`src/rtl/out_bcd_display.sv`:
```
// out_bcd_display: converts the cpu output value to packed BCD with a
// sequential double-dabble engine (one bit per cycle) and scans the digits
// onto a multiplexed 7-segment display with leading-zero blanking.
// Optional feature macro: BCD_DISPLAY_SIGNED_EN (two's complement input,
// magnitude displayed and sign reported on neg).
module out_bcd_display #(
  parameter int unsigned DATA_WIDTH = 16,
  parameter int unsigned DIGITS     = 5,
  parameter int unsigned SCAN_DIV   = 16
) (
  input  logic                    clk,
  input  logic                    rst_n,
  input  logic [DATA_WIDTH-1:0]   in,
  output logic [4*DIGITS-1:0]     bcd,
  output logic                    neg,
  output logic                    valid,
  output logic                    busy,
  output logic [DIGITS-1:0]       an,
  output logic [6:0]              seg
);

  localparam int unsigned BCD_W  = 4 * DIGITS;
  localparam int unsigned CNT_W  = (DATA_WIDTH > 1) ? $clog2(DATA_WIDTH) : 1;
  localparam int unsigned SCAN_W = (SCAN_DIV > 1) ? $clog2(SCAN_DIV) : 1;
  localparam int unsigned DIG_W  = (DIGITS > 1) ? $clog2(DIGITS) : 1;

  typedef enum logic [1:0] {
    S_IDLE  = 2'd0,
    S_SHIFT = 2'd1,
    S_DONE  = 2'd2
  } state_t;

  state_t                r_state;
  logic [BCD_W-1:0]      r_bcd;
  logic                  r_valid;
  logic                  r_busy;
  logic [DATA_WIDTH-1:0] r_last_val;
  logic                  r_force;
  logic [DATA_WIDTH-1:0] r_shift;
  logic [BCD_W-1:0]      r_scratch;
  logic [CNT_W-1:0]      r_cnt;

  logic [SCAN_W-1:0]     r_scan_cnt;
  logic [DIG_W-1:0]      r_digit_idx;
  logic [DIGITS-1:0]     r_an;
  logic [6:0]            r_seg;

  logic [DATA_WIDTH-1:0] w_mag;
  logic [BCD_W-1:0]      w_adj;
  logic [DIG_W-1:0]      w_digit_next;
  logic [SCAN_W-1:0]     w_scan_next;
  logic [3:0]            w_sel_digit;
  logic                  w_blank;

`ifdef BCD_DISPLAY_SIGNED_EN
  logic w_sign;
  logic r_sign;
  logic r_neg;

  // Magnitude of a two's complement input; the most negative value wraps to its unsigned magnitude
  assign w_sign = in[DATA_WIDTH-1];
  assign w_mag  = w_sign ? DATA_WIDTH'(-in) : in;
  assign neg    = r_neg;
`else
  assign w_mag  = in;
  assign neg    = 1'b0;
`endif

  // Hex digit to active-high segments (bit0 = a ... bit6 = g)
  function automatic logic [6:0] seg_decode(input logic [3:0] d);
    logic [6:0] s;
    case (d)
      4'h0: s = 7'h3F;
      4'h1: s = 7'h06;
      4'h2: s = 7'h5B;
      4'h3: s = 7'h4F;
      4'h4: s = 7'h66;
      4'h5: s = 7'h6D;
      4'h6: s = 7'h7D;
      4'h7: s = 7'h07;
      4'h8: s = 7'h7F;
      4'h9: s = 7'h6F;
      4'hA: s = 7'h77;
      4'hB: s = 7'h7C;
      4'hC: s = 7'h39;
      4'hD: s = 7'h5E;
      4'hE: s = 7'h79;
      default: s = 7'h71;
    endcase
    return s;
  endfunction

  // Double-dabble correction: every scratch digit >= 5 gets +3 before the shift
  always_comb begin
    w_adj = r_scratch;
    for (int k = 0; k < int'(DIGITS); k++) begin
      if (r_scratch[4*k +: 4] >= 4'd5) begin
        w_adj[4*k +: 4] = r_scratch[4*k +: 4] + 4'd3;
      end
    end
  end

  // Conversion FSM: IDLE watches the input, SHIFT runs the engine, DONE publishes
  always_ff @(posedge clk or negedge rst_n) begin
    if (!rst_n) begin
      r_state    <= S_IDLE;
      r_bcd      <= '0;
      r_valid    <= 1'b0;
      r_busy     <= 1'b0;
      r_last_val <= '0;
      r_force    <= 1'b1;
      r_shift    <= '0;
      r_scratch  <= '0;
      r_cnt      <= '0;
`ifdef BCD_DISPLAY_SIGNED_EN
      r_sign     <= 1'b0;
      r_neg      <= 1'b0;
`endif
    end else begin
      case (r_state)
        S_IDLE: begin
          if ((in != r_last_val) || r_force) begin
            r_last_val <= in;
            r_shift    <= w_mag;
            r_scratch  <= '0;
            r_cnt      <= '0;
            r_force    <= 1'b0;
            r_valid    <= 1'b0;
            r_busy     <= 1'b1;
`ifdef BCD_DISPLAY_SIGNED_EN
            r_sign     <= w_sign;
`endif
            r_state    <= S_SHIFT;
          end
        end
        S_SHIFT: begin
          r_scratch <= BCD_W'({w_adj, r_shift[DATA_WIDTH-1]});
          r_shift   <= r_shift << 1;
          r_cnt     <= r_cnt + CNT_W'(1);
          if (r_cnt == CNT_W'(DATA_WIDTH - 1)) begin
            r_state <= S_DONE;
          end
        end
        S_DONE: begin
          r_bcd   <= r_scratch;
          r_valid <= 1'b1;
          r_busy  <= 1'b0;
`ifdef BCD_DISPLAY_SIGNED_EN
          r_neg   <= r_sign;
`endif
          r_state <= S_IDLE;
        end
        default: begin
          r_state <= S_IDLE;
          r_busy  <= 1'b0;
        end
      endcase
    end
  end

  // Next scan position: dwell SCAN_DIV cycles per digit, wrap after the last digit
  always_comb begin
    w_scan_next  = r_scan_cnt + SCAN_W'(1);
    w_digit_next = r_digit_idx;
    if (r_scan_cnt == SCAN_W'(SCAN_DIV - 1)) begin
      w_scan_next = '0;
      if (r_digit_idx == DIG_W'(DIGITS - 1)) begin
        w_digit_next = '0;
      end else begin
        w_digit_next = r_digit_idx + DIG_W'(1);
      end
    end
  end

  // Select the digit about to be lit and decide leading-zero blanking from published bcd
  always_comb begin
    w_sel_digit = r_bcd[3:0];
    w_blank     = 1'b0;
    for (int k = 1; k < int'(DIGITS); k++) begin
      if (w_digit_next == DIG_W'(k)) begin
        w_sel_digit = r_bcd[4*k +: 4];
        w_blank     = ((r_bcd >> (4 * k)) == '0);
      end
    end
  end

  // Display scanner: free-running, independent of the conversion FSM
  always_ff @(posedge clk or negedge rst_n) begin
    if (!rst_n) begin
      r_scan_cnt  <= '0;
      r_digit_idx <= '0;
      r_an        <= DIGITS'(1);
      r_seg       <= 7'h3F;
    end else begin
      r_scan_cnt  <= w_scan_next;
      r_digit_idx <= w_digit_next;
      r_an        <= DIGITS'(1) << w_digit_next;
      r_seg       <= w_blank ? 7'h00 : seg_decode(w_sel_digit);
    end
  end

  assign bcd   = r_bcd;
  assign valid = r_valid;
  assign busy  = r_busy;
  assign an    = r_an;
  assign seg   = r_seg;

endmodule

```
`config.mk`:
```
export PLATFORM = sky130hd
export DESIGN_NAME = out_bcd_display
export DESIGN_NICKNAME = d
export VERILOG_FILES = /design/src/rtl/out_bcd_display.sv
export SDC_FILE = /design/constraint.sdc
export NUM_CORES = 1
export LEC_CHECK = 0
export ABC_AREA = 1
export BUFFER_PORTS_ARGS = -buffer_cell sky130_fd_sc_hd__buf_2
export CAP_MARGIN = 20
export CORE_UTILIZATION = 59
export DETAILED_ROUTE_END_ITERATION = 10
export MAX_ROUTING_LAYER = met4
export PLACE_DENSITY = 0.8
export SYNTH_ARGS = -nofsm -noshare
export SYNTH_HDL_FRONTEND = slang
export SYNTH_SLANG_ARGS = --single-unit
```
`constraint.sdc`:
```
create_clock -name clk -period 3.1 [get_ports clk]
set_input_delay 0.465 -clock clk [delete_from_list [all_inputs] [get_ports clk]]
set_output_delay 0.465 -clock clk [all_outputs]
set_load 0.005 [all_outputs]
```
==> reports/qor.yml <==
globalRouteTotalUtil: 0.252
grt_pass1_vias: 3888
detailedRoute.firstPassIterationCount: 4
hold_viol_final: 0
main_combinational_cell_family_by_area_after_synthesis: "simple AND/OR/NAND/NOR gates"
fin_hold_ws_ns: 0.112
critPathLaunchType: "flop"
dieWidth_um: 94.6
initial_utilization: 0.612
grt_antenna_before_repair: 0
syn-cell-area_mm2: 0.00505
slew_headroom: 0.570
wire_per_inst_um: 12.9
die_height_um: 94.6
yosys_register_bits: 100
path_max_fanout: 11
synthAdderAreaFrac: 0.0495
tns_ns: 0
slew_viol_final: 0
netSwitchingPower_uw: 2250
route.vias.total: 4111
cp_data_arrival_time_ns: 2.81
pin_count: 53
wl_um: 9970
post_cts_buffers: 0
fp.coreArea_mm2: 0.00826
nNetsFinal: 702
status: "completed"
rsz0062_at_grt: "no"
timing.hold.worst.class: "in2async"
numCtsBuffers: 9
area_share_of_the_largest_cell_type_after_synthesis: 0.456
static-leakage-power_uw: 0.00296
synth.mux.area_fraction: 0
global_route.usage.met3: 0.0354
cts.sink_count: 100
syn_nets: 650
part_of_the_total_power_dissipated_in_the_clock_network: 0.146
overflow: 0
synthDistinctLibCells: 37
cp-end-kind: "flop"
global_route.usage.met1: 0.297
setup_violators_final: 0
layout_worst_path_cycle_share: 0.807
ctsRootBufferMaster: "sky130_fd_sc_hd__clkbuf_8"
timing.max_cap.violations: 0
synth-edff-count: 0
criticalPathCategory: "reg2reg"
synth_area_per_cell_um2: 8.26
first_iter_violations: 187
place.port_buffers: 51
max-clock-path-buffers: 2
post_route_cells_drive_above_1_share: 0.170
post-layout-total-power_uw: 5330
netlist_top_cells_count: "sky130_fd_sc_hd__nand2_1 (136), sky130_fd_sc_hd__dfrtp_1 (92), sky130_fd_sc_hd__inv_1 (87)"
globalplace.congestion: 0.895
regToRegStartpoint: "r_scan_cnt[0]$_DFF_PN0_"
via_density_per_instance: 5.31
synth_compound_gate_area_share: 0.139
num_rows: 33
power.density_mw_per_mm2: 948
dp_hpwl_um: 7180
final_antenna_net_count: 0
yosysSeqAreaShare: 0.497
antenna_cells_inserted: 0
area_growth_syn_to_layout_pct: 11.3
sw_frac_of_total: 0.421
p_int_uw: 3080
finalClockSkew_ns: 0.0108
max-vdd-ir-drop_uv: 489
insertion_delay_ns: 0.36
fin_crit_ns: 2.50
combPwrFrac: 0.424
gr-usage-met2: 0.429
grt_first_pass_wirelength_um: 17000
achievable-frequency_mhz: 400
floorplan.die_area_mm2: 0.00894
cts_tree: "done"
worst_setup_path_startpoint: "r_scan_cnt[0]$_DFF_PN0_"
async_reset_ff_frac: 1.00
pin_count_of_the_biggest_net_entering_global_routing: 53
syn-instance-count: 612
post_cts_repair_resize_count: 0
hold_buffers: 0
seq_power_share: 0.429
leading_cell_types_by_total_area_after_synthesis: "sky130_fd_sc_hd__dfrtp_1 (46%), sky130_fd_sc_hd__nand2_1 (10%), sky130_fd_sc_hd__o21ai_0 (7.6%)"
synth_top_area_cell: "sky130_fd_sc_hd__dfrtp_1"
cp.required_ns: 3.40
top_usage_layer: "met2"
reg_clk_slew_reported_paths_ns: 0.10
drcViolationCount: 0
worst_slew_pin_slew_ns: 0.645
yosys_warnings: 0
yosys.area_share.xor_xnor: 0.0208
synthFlopType: "sky130_fd_sc_hd__dfrtp_1"
ctsHtreeMaxLevel: 3
synthSimpleGateAreaFrac: 0.208
post-synth-top-count-cell: "sky130_fd_sc_hd__nand2_1"
[power groups by stage]
stage,sequential (uW),combinational (uW),clock (uW)
3_5_place_dp,2300,2260,0
4_1_cts,2280,2270,801
2_1_floorplan,2230,1640,0
6_report,2290,2260,781
5_1_grt,2350,2640,858
3_3_place_gp,2280,2150,0
[path summary, 6_finish.rpt]
check                                          endpoint  cells past startpoint  slack (ns)
worst max-delay path                   seg[3]$_DFF_PN1_                     17        0.60
max in group asynchronous           r_force$_DFFE_PN1P_                      2        2.19
min in group clk                 r_shift[2]$_DFFE_PN0P_                      3        0.35
worst min-delay path            r_scan_cnt[2]$_DFF_PN0_                      1        0.11
worst min register to register      r_force$_DFFE_PN1P_                      2        0.48
worst max register to register         seg[3]$_DFF_PN1_                     17        0.60
[cells in the final DEF (no fill, tap or decap), types with 9 or more instances in the layout]
cell	n
sky130_fd_sc_hd__clkbuf_8	9
sky130_fd_sc_hd__ha_1	20
sky130_fd_sc_hd__nor2_1	38
sky130_fd_sc_hd__nand3_1	31
sky130_fd_sc_hd__o21ai_0	77
sky130_fd_sc_hd__buf_2	50
sky130_fd_sc_hd__nand2_2	11
sky130_fd_sc_hd__nand2_1	136
sky130_fd_sc_hd__dfrtp_1	92
sky130_fd_sc_hd__inv_1	87
sky130_fd_sc_hd__a21oi_1	30
[stage by stage]
| stage | area (um2) | worst slack [ns] | util | instances |
|---|---|---|---|---|
| finish | 5620 | 0.598 | 0.681 | 774 |
| global route | 5620 | 0.357 | 0.681 | 774 |
| CTS | 5600 | 0.609 | 0.678 | 773 |
| detailed placement | 5410 | 0.638 | 0.655 | 757 |
| global placement | 5410 | 0.756 | 0.655 | 757 |
| floorplan | 5050 | 0.847 | - | 612 |
[flip-flops by register name, indices dropped and copies added (netlist names)]
register / flops
an: 5
r_state: 2
r_force: 1
r_cnt: 4
r_shift: 16
busy: 1
valid: 1
r_last_val: 16
r_scan_cnt: 4
bcd: 20
seg: 7
r_scratch: 20
r_digit_idx: 3
[worst max-delay path, stage by stage, from the launching register on]
cell                      delay, ns
sky130_fd_sc_hd__dfrtp_1       0.38
sky130_fd_sc_hd__ha_1          0.25
sky130_fd_sc_hd__nand2_2       0.11
sky130_fd_sc_hd__nor2_4        0.14
sky130_fd_sc_hd__nand2_2       0.08
sky130_fd_sc_hd__nand2_4       0.10
sky130_fd_sc_hd__inv_2         0.07
sky130_fd_sc_hd__nor2_2        0.09
sky130_fd_sc_hd__nand2_2       0.16
sky130_fd_sc_hd__or2_0         0.27
sky130_fd_sc_hd__nand2_2       0.10
sky130_fd_sc_hd__inv_1         0.10
sky130_fd_sc_hd__ha_1          0.28
sky130_fd_sc_hd__inv_1         0.05
sky130_fd_sc_hd__nand2_1       0.06
sky130_fd_sc_hd__nand3_1       0.09
sky130_fd_sc_hd__nand2_1       0.05
sky130_fd_sc_hd__nor2_1        0.08
[per-layer routing]
layer | part of all wire | wire (um)
met1 | 0.44 | 4350
met2 | 0.50 | 5020
met3 | 0.034 | 339
met4 | 0.026 | 259
met5 | 0 | 0
[cell families (layout without fill, tap and decap cells)]
kind of cell | after synthesis | after routing
AOI/OAI and AO/OA | 128 | 128
and+or+nand+nor | 241 | 241
xor gates and xnor gates | 12 | 12
DFF | 100 | 100
other | 1 | 1
adders and majority gates | 20 | 20
buffers and inverters | 110 | 167
[final cells by class]
class,instances,area [um2]
fillers,675,2640
flip-flops and latches,100,2510
multi-input cells,402,2110
inverters,93,352
repair buffers,58,330
well taps,105,131
clock buffers,9,124
clock inverters,7,58.8
(Power assumes the default switching activity.)
